`config.mk`:
```
export PLATFORM = sky130hd
export DESIGN_NAME = dmem_arbiter
export DESIGN_NICKNAME = d
export VERILOG_FILES = /design/src/rtl/dmem_arbiter.sv
export SDC_FILE = /design/constraint.sdc
export NUM_CORES = 1
export LEC_CHECK = 0
export BUFFER_PORTS_ARGS = -buffer_cell sky130_fd_sc_hd__buf_2
export CAP_MARGIN = 20
export CORE_ASPECT_RATIO = 0.6
export CORE_MARGIN = 5
export CORE_UTILIZATION = 30
export CTS_CLUSTER_SIZE = 12
export DETAILED_ROUTE_END_ITERATION = 12
export GPL_TIMING_DRIVEN = 0
export PLACE_DENSITY_LB_ADDON = 0.25
export SLEW_MARGIN = 20
export SYNTH_ARGS = -nofsm -noshare
export SYNTH_HDL_FRONTEND = slang
export SYNTH_SLANG_ARGS = --single-unit
```
`constraint.sdc`:
```
create_clock -name clk -period 5.94 [get_ports clk]
set_clock_uncertainty 0.2 [all_clocks]
set_input_delay 1.188 -clock clk [delete_from_list [all_inputs] [get_ports clk]]
set_output_delay 1.188 -clock clk [all_outputs]
set_load 0.02 [all_outputs]
```
`src/rtl/dmem_arbiter.sv`:
```
// Round-robin arbiter sharing one single-port data memory between the fetch (I)
// and memory-stage (D) ports; also sequences the memory dump on halt.
module dmem_arbiter #(
  parameter int N   = 32,
  parameter int LAT = 1
) (
  input  logic         clk,
  input  logic         rst,
  input  logic         i_req,
  input  logic [N-1:0] i_addr,
  output logic [N-1:0] i_rdata,
  output logic         i_done,
  output logic         i_stall,
  input  logic         d_req,
  input  logic         d_wr,
  input  logic [N-1:0] d_addr,
  input  logic [N-1:0] d_wdata,
  output logic [N-1:0] d_rdata,
  output logic         d_done,
  output logic         d_stall,
  input  logic         halt,
  output logic         mem_en,
  output logic         mem_wr,
  output logic [N-1:0] mem_addr,
  output logic [N-1:0] mem_wdata,
  input  logic [N-1:0] mem_rdata,
  output logic         mem_dump,
  output logic         busy
);

  localparam logic [1:0] S_IDLE   = 2'd0;
  localparam logic [1:0] S_ACCESS = 2'd1;
  localparam logic [1:0] S_DUMP   = 2'd2;
  localparam logic [1:0] S_HALTED = 2'd3;
  localparam logic [3:0] CNT_INIT = 4'(LAT - 1);

  logic [1:0]   state_q, state_d;
  logic         owner_q, owner_d;   // 1 = D port owns the access
  logic         last_q, last_d;     // 1 = D was granted last
  logic         wr_q, wr_d;
  logic [N-1:0] addr_q, addr_d;
  logic [N-1:0] wdata_q, wdata_d;
  logic [3:0]   cnt_q, cnt_d;
  logic         i_done_q, i_done_d;
  logic         d_done_q, d_done_d;
  logic [N-1:0] i_rdata_q, i_rdata_d;
  logic [N-1:0] d_rdata_q, d_rdata_d;
  logic         i_elig, d_elig, grant_d;

  always_comb begin
    state_d   = state_q;
    owner_d   = owner_q;
    last_d    = last_q;
    wr_d      = wr_q;
    addr_d    = addr_q;
    wdata_d   = wdata_q;
    cnt_d     = cnt_q;
    i_done_d  = 1'b0;
    d_done_d  = 1'b0;
    i_rdata_d = i_rdata_q;
    d_rdata_d = d_rdata_q;
    // A port pulsing done this cycle is masked so it cannot be re-granted at once.
    i_elig    = i_req & ~i_done_q;
    d_elig    = d_req & ~d_done_q;
    grant_d   = d_elig & (~i_elig | ~last_q);
    case (state_q)
      S_IDLE: begin
        if (halt) begin
          state_d = S_DUMP;
        end else if (i_elig || d_elig) begin
          owner_d = grant_d;
          last_d  = grant_d;
          addr_d  = grant_d ? d_addr : i_addr;
          wdata_d = grant_d ? d_wdata : '0;
          wr_d    = grant_d & d_wr;
          cnt_d   = CNT_INIT;
          state_d = S_ACCESS;
        end
      end
      S_ACCESS: begin
        if (cnt_q == 4'd0) begin
          if (!wr_q) begin
            if (owner_q) d_rdata_d = mem_rdata;
            else         i_rdata_d = mem_rdata;
          end
          d_done_d = owner_q;
          i_done_d = ~owner_q;
          state_d  = S_IDLE;
        end else begin
          cnt_d = cnt_q - 4'd1;
        end
      end
      S_DUMP:   state_d = S_HALTED;
      default:  state_d = S_HALTED;
    endcase
  end

  always_ff @(posedge clk) begin
    if (rst) begin
      state_q   <= S_IDLE;
      owner_q   <= 1'b0;
      last_q    <= 1'b0;
      wr_q      <= 1'b0;
      addr_q    <= '0;
      wdata_q   <= '0;
      cnt_q     <= 4'd0;
      i_done_q  <= 1'b0;
      d_done_q  <= 1'b0;
      i_rdata_q <= '0;
      d_rdata_q <= '0;
    end else begin
      state_q   <= state_d;
      owner_q   <= owner_d;
      last_q    <= last_d;
      wr_q      <= wr_d;
      addr_q    <= addr_d;
      wdata_q   <= wdata_d;
      cnt_q     <= cnt_d;
      i_done_q  <= i_done_d;
      d_done_q  <= d_done_d;
      i_rdata_q <= i_rdata_d;
      d_rdata_q <= d_rdata_d;
    end
  end

  always_comb begin
    mem_en    = (state_q == S_ACCESS);
    mem_wr    = mem_en & wr_q;
    mem_addr  = mem_en ? addr_q : '0;
    mem_wdata = mem_en ? wdata_q : '0;
    mem_dump  = (state_q == S_DUMP);
    busy      = (state_q != S_IDLE);
    i_done    = i_done_q;
    d_done    = d_done_q;
    i_rdata   = i_rdata_q;
    d_rdata   = d_rdata_q;
    i_stall   = (state_q == S_HALTED) ? i_req : (i_req & ~i_done_q);
    d_stall   = (state_q == S_HALTED) ? d_req : (d_req & ~d_done_q);
  end

endmodule
```
# Word-level counts from Yosys, hierarchy flattened
# Cells that the tools add are included.
[op_classes]
n_addsub = 1
eq_ne = 8
muxes = 14
bitwise_logic = 14
n_reduce_logical = 11
[op_table]
columns = ["op", "count"]
rows = [
  ["two-way mux 32 bit", 4],
  ["two-way mux 4 bit", 3],
  ["AND reduction 4 bit", 3],
  ["NOT 1 bit", 8],
  ["one-hot mux 4 bit (2 select lines)", 1],
  ["two-way mux 2 bit", 3],
  ["inequality test 2 bit, second input constant", 3],
  ["AND 1 bit", 5],
  ["== test 2 bit, second input constant", 2],
  ["zero test 4 bit", 1],
  ["one-hot mux 2 bit (2 select lines)", 1],
  ["nonzero test 2 bit", 2],
  ["subtractor 4 x 1 -> 4 bit, second input constant", 1],
  ["inequality test 3 bit, second input constant", 1],
  ["AND reduction 3 bit", 1],
  ["OR reduction 3 bit", 1],
  ["== test 2 x 1 -> 1 bit, second input constant", 1],
  ["zero test 2 bit", 1],
  ["two-way mux 1 bit", 2],
  ["inequality test 2 x 1 -> 1 bit, second input constant", 1],
  ["AND reduction 2 bit", 1],
  ["logical OR 1 bit", 1],
  ["OR 1 bit", 1],
]
[word_totals]
ff_bits = 138
in_bits = 134
out_inout_bits = 136
wordCells = 58

# Logic depth before layout (Yosys ltp)
[depth]
word_depth = 6
depth_mapped = 8
depth_no_buf = 6

# Worst setup path after synthesis
# Ideal clock, no wire load.
[synth_path]
kind = "input to output"
start = "input d_req"
end = "output d_stall"
arrival_ns = 1.697
required_time_ns = 4.552
path_slack_ns = 2.855
stages = 1
n_path_buf = 0
cell_sequence = "a21boi_0"
[synth_between]
elab_chain_len = 2
[synth_rtl]
columns = ["item", "line", "text"]
rows = [
  ["from (decl)", "14", "input logic d_req,"],
  ["AND 1 bit", "138", "d_stall = (state_q == S_HALTED) ? d_req : (d_req & ~d_done_q);"],
  ["two-way mux 1 bit (*)", "138", ""],
  ["to (decl)", "20", "output logic d_stall,"],
]
# Every way passes the cells marked *; elsewhere a longest branch is shown, timed or not.

# Final worst setup path
[layout_path]
start = "register state_q[0]"
end = "output mem_wdata[18]"
[layout_between]
elab_chain_len = 2
[layout_rtl]
columns = ["item", "line", "text"]
rows = [
  ["from (decl)", "37", "logic [1:0] state_q, state_d;"],
  ["from (signal assigned)", "112", "state_q <= state_d;"],
  ["== test 2 x 1 -> 1 bit", "127", "mem_en = (state_q == S_ACCESS);"],
  ["two-way mux 32 bit", "130", "mem_wdata = mem_en ? wdata_q : '0;"],
  ["to (decl)", "25", "output logic [N-1:0] mem_wdata,"],
]
# Every way passes these cells.

==> qor.csv <==
stage,metric,value,unit
finish,fin_nets,1085,
synthesis,syn_area,5460,µm²
critical_path,worst-r2r-cell-count,7,
sta,setup_viol,0,
run,cap_violations,0,
hold_path,min_path_type,flip-flop to flip-flop,
drt,totalWireLength,18200,µm
floorplan,dieArea,21100,µm²
clock_network,post-cts-setup-buffer-count,0,
synthesis,synth_warnings,0,
pwr,combPwrFrac,12.5,%
finish,design_area,7700,µm²
synthesis,synth_area_leaders,"dfxtp_1, nand2_1, and2_1",
place,place_area,7110,µm²
clock_network,cts_tree,yes,
global_route,first_global_vias,5478,
floorplan,die_w,184,µm
drt,vias_per_cell,4.67,
pwr,p_clk_share,45.5,%
global_route,antenna_found_initial,0,
sta,slew_headroom,59.1,%
place,dp_hpwl,13900,µm
drt,via_count,5618,
clock_network,clk_latency,0.40,ns
finish,syn_to_final_growth,40.9,%
critical_path,start_kind,flip-flop,
place,portBuffers,268,
pwr,intPower,1.75,mW
critical_path,critPathRequiredTime,4.55,ns
critical_path,crit_type,flip-flop to primary output,
clock_network,cts-root-buf,clkbuf_16,
pwr,pwr-share-seq,42.0,%
synthesis,synthArstFlopShare,0,%
floorplan,ios,270,
critical_path,endpoint_kind,primary output,
synthesis,yosysTopAreaCell,dfxtp_1,
synthesis,synthCells,663,
sta,finalHoldViolations,0,
drt,drc_errors,0,
sta,setup_tns,0,ns
hold_path,whs_path_depth,2,
synthesis,synth_top_area_share,50.6,%
place,place_congestion,0.812,
place,numPlacedInstances,1171,
sta,fmax,258,MHz
synthesis,synth.most_common_cell,nand2_1,
sta,worst_pin_slew,0.612,ns
floorplan,initial_utilization,30.4,%
synthesis,synth_cell_types,34,
pwr,irDropWorstVdd,0.170,mV
critical_path,crit_fanout,10,
synthesis,synthTopCellsByCount,"nand2_1, dfxtp_1, a21oi_1, and2_1, nor2_1",
clock_network,cts_hold_buf,0,
synthesis,avgSynthCellArea,8.24,µm²
synthesis,syn-num-nets,798,
finish,stdcell_count,1202,
global_route,grt_pass1_wl,28300,µm
drt,avgRoutedWirePerCell,15.1,µm
clock_network,cts.clk_slew.worst_paths,0.06,ns
synthesis,synthFlopType,dfxtp_1,
sta,report.final.slew_viol_count,0,
finish,antenna_cells,0,
floorplan,die_h,115,µm
finish,drive_above_1_share,33.2,%
pwr,p_sw,0.631,mW
pwr,swShare,26.5,%
status,status,finished clean,
clock_network,cts_resized,0,
clock_network,clock_path_buffers,2,
critical_path,cp.arrival,2.49,ns
global_route,overflow,0,
sta,hold_ws,0.250,ns
drt,dr.pass1.iters,5,
drt,drt_iter0_markers,245,
clock_network,cts_sinks,138,
pwr,power.leakage,3.59,nW
synthesis,seq_area_frac_synth,50.6,%
floorplan,core,18000,µm²
global_route,track_usage,16.9,%
floorplan,num_rows,38,
sta,finalCriticalPeriod,3.88,ns
sta,fin_crit_sh,65.4,%
place,post-place-ws,2.41,ns
pwr,powerDensity,309,nW/µm²
clock_network,cts_inserted_buffers,17,
synthesis,ys_seq_elements,138,
sta,rsz0062_at_grt,no,
clock_network,htree_levels,4,
global_route,grt_start_max_net_pins,17,
drt,antenna_left,0,
sta,finalWorstSetupSlack,2.06,ns
synthesis,synth_edf_count,0,
==> layout make-up <==
cell class,count,area [µm²]
buffer,53,239
timing repair buffer,268,1340
clock inverter,13,165
fill,1867,10300
inverter,5,18.8
tap,240,300
multi-input combinational,467,2440
sequential,138,2760
clock buffer,18,429
==> layer usage <==
metal / vias to the layer above / wire (µm) / GRT usage (%)
li1: 2812 / - / -
met1: 2583 / 9070 / 24.4
met2: 201 / 7340 / 23.8
met3: 22 / 1490 / 5.33
met4: 0 / 255 / 5.22
met5: - / 0 / 0
==> placed cells by master, fill, tap and decap left out, types with 2 or more instances in the layout <==
cell type  synthesis  layout
a22o_1            33      33
bufinv_16          0       3
nand2b_1           3       3
clkinv_2           0       3
buf_6              3       3
nor3_1             4       4
a21oi_1           66      66
clkbuf_16          0      17
dfxtp_1          138     138
nor2b_1            3       3
nand3b_1           2       2
and2_1            66      66
buf_2             14     282
inv_6              0       4
clkbuf_1          36      37
clkinv_4           0       2
a21boi_0           2       2
nor2_1            39      39
a211oi_1           2       2
nand2_1          197     197
inv_1              5       5
nand3_1            2       2
a311oi_1          32      32
==> worst paths after layout <==
check | startpoint | to | slack, ns
hold / removal | d_rdata[0] | d_rdata[0] | 0.25
setup / recovery | state_q[0] | mem_wdata[18] | 2.06
hold reg to reg | d_rdata[0] | d_rdata[0] | 0.25
setup reg to reg | cnt_q[0] | d_rdata[19] | 3.59
==> registers in the layout, summed over array words and instances (netlist names) <==
register,flops
i_rdata,32
d_rdata,32
i_done,1
wdata_q,32
last_q,1
state_q,2
wr_q,1
d_done,1
cnt_q,4
addr_q,32
==> critical path, cell delays in order (launching register included) <==
cell and delay [ns]:
dfxtp_1 0.44, nand2b_1 0.17, inv_1 0.31, clkbuf_1 0.48, clkbuf_1 0.31, and2_1 0.19, buf_2 0.16
==> power groups by stage <==
| stage | Sequential, mW | Combinational (mW) | Clock [mW] |
|---|---|---|---|
| floorplan | 1.04 | 0.154 | 0 |
| global placement | 1.02 | 0.301 | 0 |
| detailed placement | 1.02 | 0.301 | 0 |
| CTS | 0.999 | 0.301 | 1.11 |
| global route | 1.01 | 0.333 | 1.16 |
| finish | 0.999 | 0.298 | 1.08 |
==> stage by stage <==
| step | utilization [%] | power, mW |
|---|---|---|
| after CTS | 42.8 | 2.41 |
| after floorplan | - | 1.19 |
| after global routing | 42.8 | 2.49 |
| after global placement | 39.5 | 1.32 |
| after detailed placement | 39.5 | 1.32 |
| final | 42.8 | 2.38 |
==> kinds of logic after synthesis <==
logic type / Yosys count / synth area share, %
AND/OR/NAND/NOR: 325 / 26.6
AO/OA/AOI/OAI: 141 / 17.9
flip-flops: 138 / 50.6
buffers and inverters: 58 / 4.72
adder cells (fa/ha/maj): 1 / 0.229
(Power assumes the default switching activity.)
